**src/rtl/display_pkg.sv**
```systemverilog
// Shared types and helpers for the LED matrix / buzzer arbiter.
package display_pkg;

  localparam int REQ_PLAY = 0;
  localparam int REQ_WIN  = 1;
  localparam int REQ_FAIL = 2;

  typedef enum logic [1:0] {IDLE, LOAD, SCAN} state_e;

  localparam logic [7:0] HANG_OFF = 8'hFF;
  localparam logic [7:0] RED_OFF  = 8'h00;

  // Row 0 lives in the top byte, so shift the wanted row down to [7:0].
  function automatic logic [7:0] frame_row(input logic [63:0] f, input logic [2:0] r);
    logic [63:0] t;
    t = f >> {~r, 3'b000};
    return t[7:0];
  endfunction

  // Fixed priority: fail face > success face > play.
  function automatic logic [2:0] pick(input logic [2:0] req);
    logic [2:0] g;
    g = '0;
    if (req[REQ_FAIL])      g[REQ_FAIL] = 1'b1;
    else if (req[REQ_WIN])  g[REQ_WIN]  = 1'b1;
    else if (req[REQ_PLAY]) g[REQ_PLAY] = 1'b1;
    return g;
  endfunction

endpackage

```
**src/rtl/tone_gen.sv**
```systemverilog
// Square-wave generator: toggles every i_half cycles while enabled,
// held cleared (output low) while disabled.
module tone_gen (
  input  logic        clk,
  input  logic        rst_n,
  input  logic [15:0] i_half,
  input  logic        i_en,
  output logic        o_beep
);

  logic [15:0] r_cnt;
  logic        r_beep;

  always_ff @(posedge clk or negedge rst_n) begin
    if (!rst_n) begin
      r_cnt  <= '0;
      r_beep <= 1'b0;
    end else if (!i_en) begin
      r_cnt  <= '0;
      r_beep <= 1'b0;
    end else if (r_cnt == i_half - 16'd1) begin
      r_cnt  <= '0;
      r_beep <= ~r_beep;
    end else begin
      r_cnt  <= r_cnt + 16'd1;
    end
  end

  assign o_beep = r_beep;

endmodule

```
**src/rtl/matrix_display_arbiter.sv**
```systemverilog
// Time-shares the 8x8 LED matrix and buzzer between three frame sources,
// scanning rows itself and switching grants only on frame boundaries.
module matrix_display_arbiter
  import display_pkg::*;
#(
  parameter int ROW_DIV    = 1000,
  parameter int TONE_HALF0 = 500,
  parameter int TONE_HALF1 = 250,
  parameter int TONE_HALF2 = 1000
) (
  input  logic        clk,
  input  logic        rst_n,
  input  logic [2:0]  req,
  input  logic [63:0] frame0,
  input  logic [63:0] frame1,
  input  logic [63:0] frame2,
  input  logic [2:0]  beep_en,
  output logic [2:0]  gnt,
  output logic [7:0]  hang,
  output logic [7:0]  red,
  output logic        beep,
  output logic        frame_done
);

  localparam int DIV_W = (ROW_DIV > 1) ? $clog2(ROW_DIV) : 1;
  localparam logic [DIV_W-1:0] DIV_LAST = DIV_W'(ROW_DIV - 1);

  state_e            r_state, w_state_nxt;
  logic [2:0]        r_gnt, r_gnt_q, w_gnt_nxt;
  logic [63:0]       r_shadow, w_frame_sel;
  logic [2:0]        r_row;
  logic [DIV_W-1:0]  r_div;
  logic [7:0]        r_hang, r_red;
  logic              r_frame_done;
  logic              w_row_end, w_frame_end, w_held, w_tone_en;
  logic [15:0]       w_half;

  assign w_row_end   = (r_div == DIV_LAST);
  assign w_frame_end = (r_state == SCAN) && w_row_end && (r_row == 3'd7);
  assign w_held      = |(req & r_gnt);
  assign w_frame_sel = r_gnt[REQ_FAIL] ? frame2 : (r_gnt[REQ_WIN] ? frame1 : frame0);

  always_comb begin
    w_state_nxt = r_state;
    w_gnt_nxt   = r_gnt;
    case (r_state)
      IDLE: if (|req) begin
        w_gnt_nxt   = pick(req);
        w_state_nxt = LOAD;
      end
      LOAD: w_state_nxt = SCAN;
      SCAN: begin
        // Frame boundary re-arbitrates; otherwise only a grantee drop ends the scan.
        if (w_frame_end) begin
          w_gnt_nxt   = pick(req);
          w_state_nxt = (|req) ? LOAD : IDLE;
        end else if (!w_held) begin
          w_gnt_nxt   = '0;
          w_state_nxt = IDLE;
        end
      end
      default: begin
        w_gnt_nxt   = '0;
        w_state_nxt = IDLE;
      end
    endcase
  end

  always_ff @(posedge clk or negedge rst_n) begin
    if (!rst_n) begin
      r_state <= IDLE;
      r_gnt   <= '0;
      r_gnt_q <= '0;
    end else begin
      r_state <= w_state_nxt;
      r_gnt   <= w_gnt_nxt;
      r_gnt_q <= r_gnt;
    end
  end

  always_ff @(posedge clk or negedge rst_n) begin
    if (!rst_n) begin
      r_shadow     <= '0;
      r_row        <= '0;
      r_div        <= '0;
      r_hang       <= HANG_OFF;
      r_red        <= RED_OFF;
      r_frame_done <= 1'b0;
    end else begin
      r_frame_done <= w_frame_end;
      case (r_state)
        LOAD: begin
          r_shadow <= w_frame_sel;
          r_row    <= '0;
          r_div    <= '0;
          r_hang   <= ~8'h80;
          r_red    <= frame_row(w_frame_sel, 3'd0);
        end
        SCAN: begin
          if (w_state_nxt != SCAN) begin
            r_div  <= '0;
            r_hang <= HANG_OFF;
            r_red  <= RED_OFF;
          end else if (w_row_end) begin
            r_div  <= '0;
            r_row  <= r_row + 3'd1;
            r_hang <= ~(8'h80 >> (r_row + 3'd1));
            r_red  <= frame_row(r_shadow, r_row + 3'd1);
          end else begin
            r_div  <= r_div + DIV_W'(1);
          end
        end
        default: begin
          r_div  <= '0;
          r_hang <= HANG_OFF;
          r_red  <= RED_OFF;
        end
      endcase
    end
  end

  // A freshly changed grant keeps the tone cleared for one cycle.
  assign w_tone_en = (r_state != IDLE) && (|(r_gnt & beep_en)) && (r_gnt == r_gnt_q);
  assign w_half    = r_gnt[REQ_FAIL] ? 16'(TONE_HALF2) :
                     (r_gnt[REQ_WIN] ? 16'(TONE_HALF1) : 16'(TONE_HALF0));

  tone_gen u_tone (
    .clk    (clk),
    .rst_n  (rst_n),
    .i_half (w_half),
    .i_en   (w_tone_en),
    .o_beep (beep)
  );

  assign gnt        = r_gnt;
  assign hang       = r_hang;
  assign red        = r_red;
  assign frame_done = r_frame_done;

endmodule
```
**config.mk**
```make
export PLATFORM = sky130hd
export DESIGN_NAME = matrix_display_arbiter
export DESIGN_NICKNAME = d
export VERILOG_FILES = /design/src/rtl/display_pkg.sv /design/src/rtl/tone_gen.sv /design/src/rtl/matrix_display_arbiter.sv
export SDC_FILE = /design/constraint.sdc
export NUM_CORES = 1
export LEC_CHECK = 0
export ABC_AREA = 1
export CORE_UTILIZATION = 48
export CTS_CLUSTER_SIZE = 12
export DETAILED_ROUTE_END_ITERATION = 8
export PLACE_DENSITY = 0.88
export SETUP_SLACK_MARGIN = 0.2
export SYNTH_ARGS = -nofsm -noshare
export SYNTH_HDL_FRONTEND = slang
export SYNTH_SLANG_ARGS = --single-unit
```
**constraint.sdc**
```tcl
create_clock -name clk -period 2.7 [get_ports clk]
set_input_delay 0.54 -clock clk [delete_from_list [all_inputs] [get_ports clk]]
set_output_delay 0.54 -clock clk [all_outputs]
set_load 0.02 [all_outputs]
```
==> results.cfg <==
[place]
dp_slack_ps = 184
hpwl_um = 15600
portBuffers = 220
gp_congestion = 0.885

[setup_path]
crit_fanout = 36
end_kind = register
crit_path_max_incr_delay_ps = 440
critical_path_required_ps = 3010
r2r_start = r_row[0]
crit_path_start = r_row[0]
crit_type = register to register
crit_buf_inv = 4
start_kind = register
crit_arrival_ps = 2660
crit_path_frequent_cell = nand2_1
cp_slowest_cell = ha_1
reg2reg_depth = 12
path_cells = buf_6 -> inv_1 -> ha_1 -> clkinvlp_4 -> a21oi_1 -> o21ai_0 -> nand3_1 -> nand2_1 -> inv_1 -> o21ai_0 -> nand2_1 -> nand2_1
cp_top_family = buffers and inverters
crit_cells = 12

[floorplanning]
initial_core_util_pct = 50.1
chipHeight_um = 123
ios = 221
num_rows = 43
fp.dieW_um = 123
dieArea_um2 = 15200
core-area_um2 = 14100

[cts]
clk_latency_ps = 420
cts_tree = built
cts-htree-levels = 4
cts_sinks = 119
postCtsHoldBufs = 0
cts.path.max_buffers = 2
numCtsBuffers = 17
clk_pin_slew_ps = 50
cts-root-buf = clkbuf_16

[route]
drt_iter0_drc = 790
ant_nets = 0
via_per_inst = 5.46
wl_per_cell_um = 15.6
vias = 7470
drc = 0
wl_um = 21300
first_pass_iters = 5

[timing]
setup_tns_ps = 0
fin_worst_skew_ps = 5.36
final_max_slew_viol_count = 0
setup_viol = 0
max_slew_margin_pct = 58.4
worst_slew_pin_slew_ps = 624
timing.final.ws_setup_ps = 342
finalHoldViolations = 0
finalCritPeriodShare_pct = 87.3
fmax_mhz = 424
rsz0062_at_grt = yes
min_period_ps = 2360

[synthesis]
synthesis.nets = 1189
synth_flop_cell = dfrtp_1
syn_inst = 977
synth_adder_area_share_pct = 2.13
synthSimpleGateAreaFrac_pct = 25.9
yosysSeqAreaShare_pct = 42.3
synth_compound_area_share_pct = 20.1
synth_area_um2 = 7060
yosys_warnings = 0
synth.avg_cell_area_um2 = 7.23
synthArstFlopShare_pct = 100
synth_mux_area_share_pct = 0
yosys.area.top_type = dfrtp_1
synth_cell_types = 35
yosys-top-cells-area = dfrtp_1 39%, nand2_1 15%, a21oi_1 8.2%, o21ai_0 7.6%, nand3_1 4.5%
synth_edf_count = 0
synth_top_family_by_area = simple AND/OR/NAND/NOR gates
yosys-top-cells-count = 282 x nand2_1, 116 x a21oi_1, 111 x dfrtp_1
yosysMostFrequentCell = nand2_1
synth_top_area_share_pct = 39.3
ys_ff_latch = 119
synth-xor-area-share_pct = 1.24

[grt]
antenna_found_initial = 0
global_route.usage.met3_pct = 5.44
use_met2_pct = 50.8
grt_max_degree = 67
use_met1_pct = 35.8
grt_busiest_layer = met2
grt_usage_pct = 29.4
grt_overflow = 0
grt_pass1_wl_um = 34200
grt_pass1_vias = 7150

[power]
p_int_mw = 5.74
total_power_mw = 9.82
swShare_pct = 41.6
power_density_nw_per_um2 = 979
comb_power_share_pct = 46.3
ir_drop_mv = 0.640
p_leak_nw = 4.44
switchingPower_mw = 4.08
seq_power_share_pct = 29.3
p_clk_share_pct = 24.4

[layout]
drive_gt1_share_pct = 7.58
final_nets = 1388
n_antenna_cell = 0
area_growth_syn_to_layout_pct = 42.1

[hold_path]
hold_path.class = primary input to async pin

[flow_run]
maxCapViolations = 0

[status]
status = complete, no violations
-- flip-flops by register name (all words and copies together), names as in the netlist --
name and cells:
frame_done 1, u_tone.o_beep 1, r_state 2, r_gnt_q 3, r_row 3, r_div 10, r_shadow 64, u_tone.r_cnt 16
red 8, gnt 3, hang 8
-- metal layers --
| metal | vias to the layer above | routed length (µm) |
|---|---|---|
| met5 | - | 0 |
| met4 | 0 | 738 |
| met3 | 70 | 1160 |
| met2 | 322 | 10900 |
| met1 | 3445 | 8520 |
| li1 | 3633 | - |
-- cell usage in the layout (no fill, tap or decap), types with 3 or more instances in the layout --
cell,n
buf_4,15
nor3_1,4
dfstp_2,8
ha_1,11
nand2_1,282
clkinvlp_4,3
inv_1,78
nor4_1,3
o211ai_1,32
a21oi_1,116
nand4_1,9
xor2_1,8
nand3_1,63
nor3_2,6
nor2_2,3
o21ai_0,107
clkbuf_8,4
clkdlybuf4s50_1,219
inv_2,8
bufinv_16,4
clkinv_2,4
clkbuf_16,17
dfrtp_1,109
o21ai_1,6
nor2_1,45
-- stage by stage --
stage	cell area (µm²)	utilization (%)	hold WS (ps)	std cells
floorplan	7060	-	244	977
global placement	9380	66.5	460	1335
detailed placement	9380	66.5	463	1335
CTS	10000	71.0	116	1365
global route	10000	71.2	145	1367
finish	10000	71.2	103	1367
-- worst reg2reg max path, delay by kind of cell, from the launching register on --
kind | cells | cell delay, ps
compound gates | 3 | 480
simple gates | 4 | 290
fa+ha+maj | 1 | 440
buf+inv | 4 | 670
flops | 1 | 360
-- timing repair --
item	4_1_cts	5_1_grt
gates resized for setup	0	4
buffers inserted	0	1
hold endpoints to repair	0	0
setup endpoints to repair	0	8
-- area by class of cell --
type,count,area (µm²)
Inverter,88,334
Tap cell,180,225
Clock buffer,21,480
Sequential cell,119,2990
Clock inverter,9,148
Timing Repair inverter,1,7.51
Fill cell,1061,4070
Multi-Input combinational cell,712,3490
Timing Repair Buffer,237,2360
-- final timing paths --
check,endpoint,slack (ps)
worst max-delay path,red[6],340
worst min-delay path,r_shadow[43],100
worst max register to register,red[6],340
worst min register to register,r_div[0],470
max in group asynchronous,hang[4],1910
min in group clk,r_div[0],470
-- power by group through the flow --
stage / Clock [mW] / Sequential (mW) / Combinational [mW]
6_report: 2.40 / 2.87 / 4.55
5_1_grt: 2.50 / 2.93 / 5.10
4_1_cts: 2.43 / 2.86 / 4.48
3_5_place_dp: 0 / 2.87 / 4.43
3_3_place_gp: 0 / 2.86 / 4.33
2_1_floorplan: 0 / 2.88 / 2.88
-- kinds of logic (layout without fill, tap and decap cells) --
| family | count (synthesis) | after routing |
|---|---|---|
| simple gates | 426 | 426 |
| compound gates | 264 | 264 |
| buf+inv | 146 | 356 |
| flops | 119 | 119 |
| fa+ha+maj | 12 | 12 |
| xor+xnor | 10 | 10 |
No activity file was read; power rests on OpenSTA's default activity.
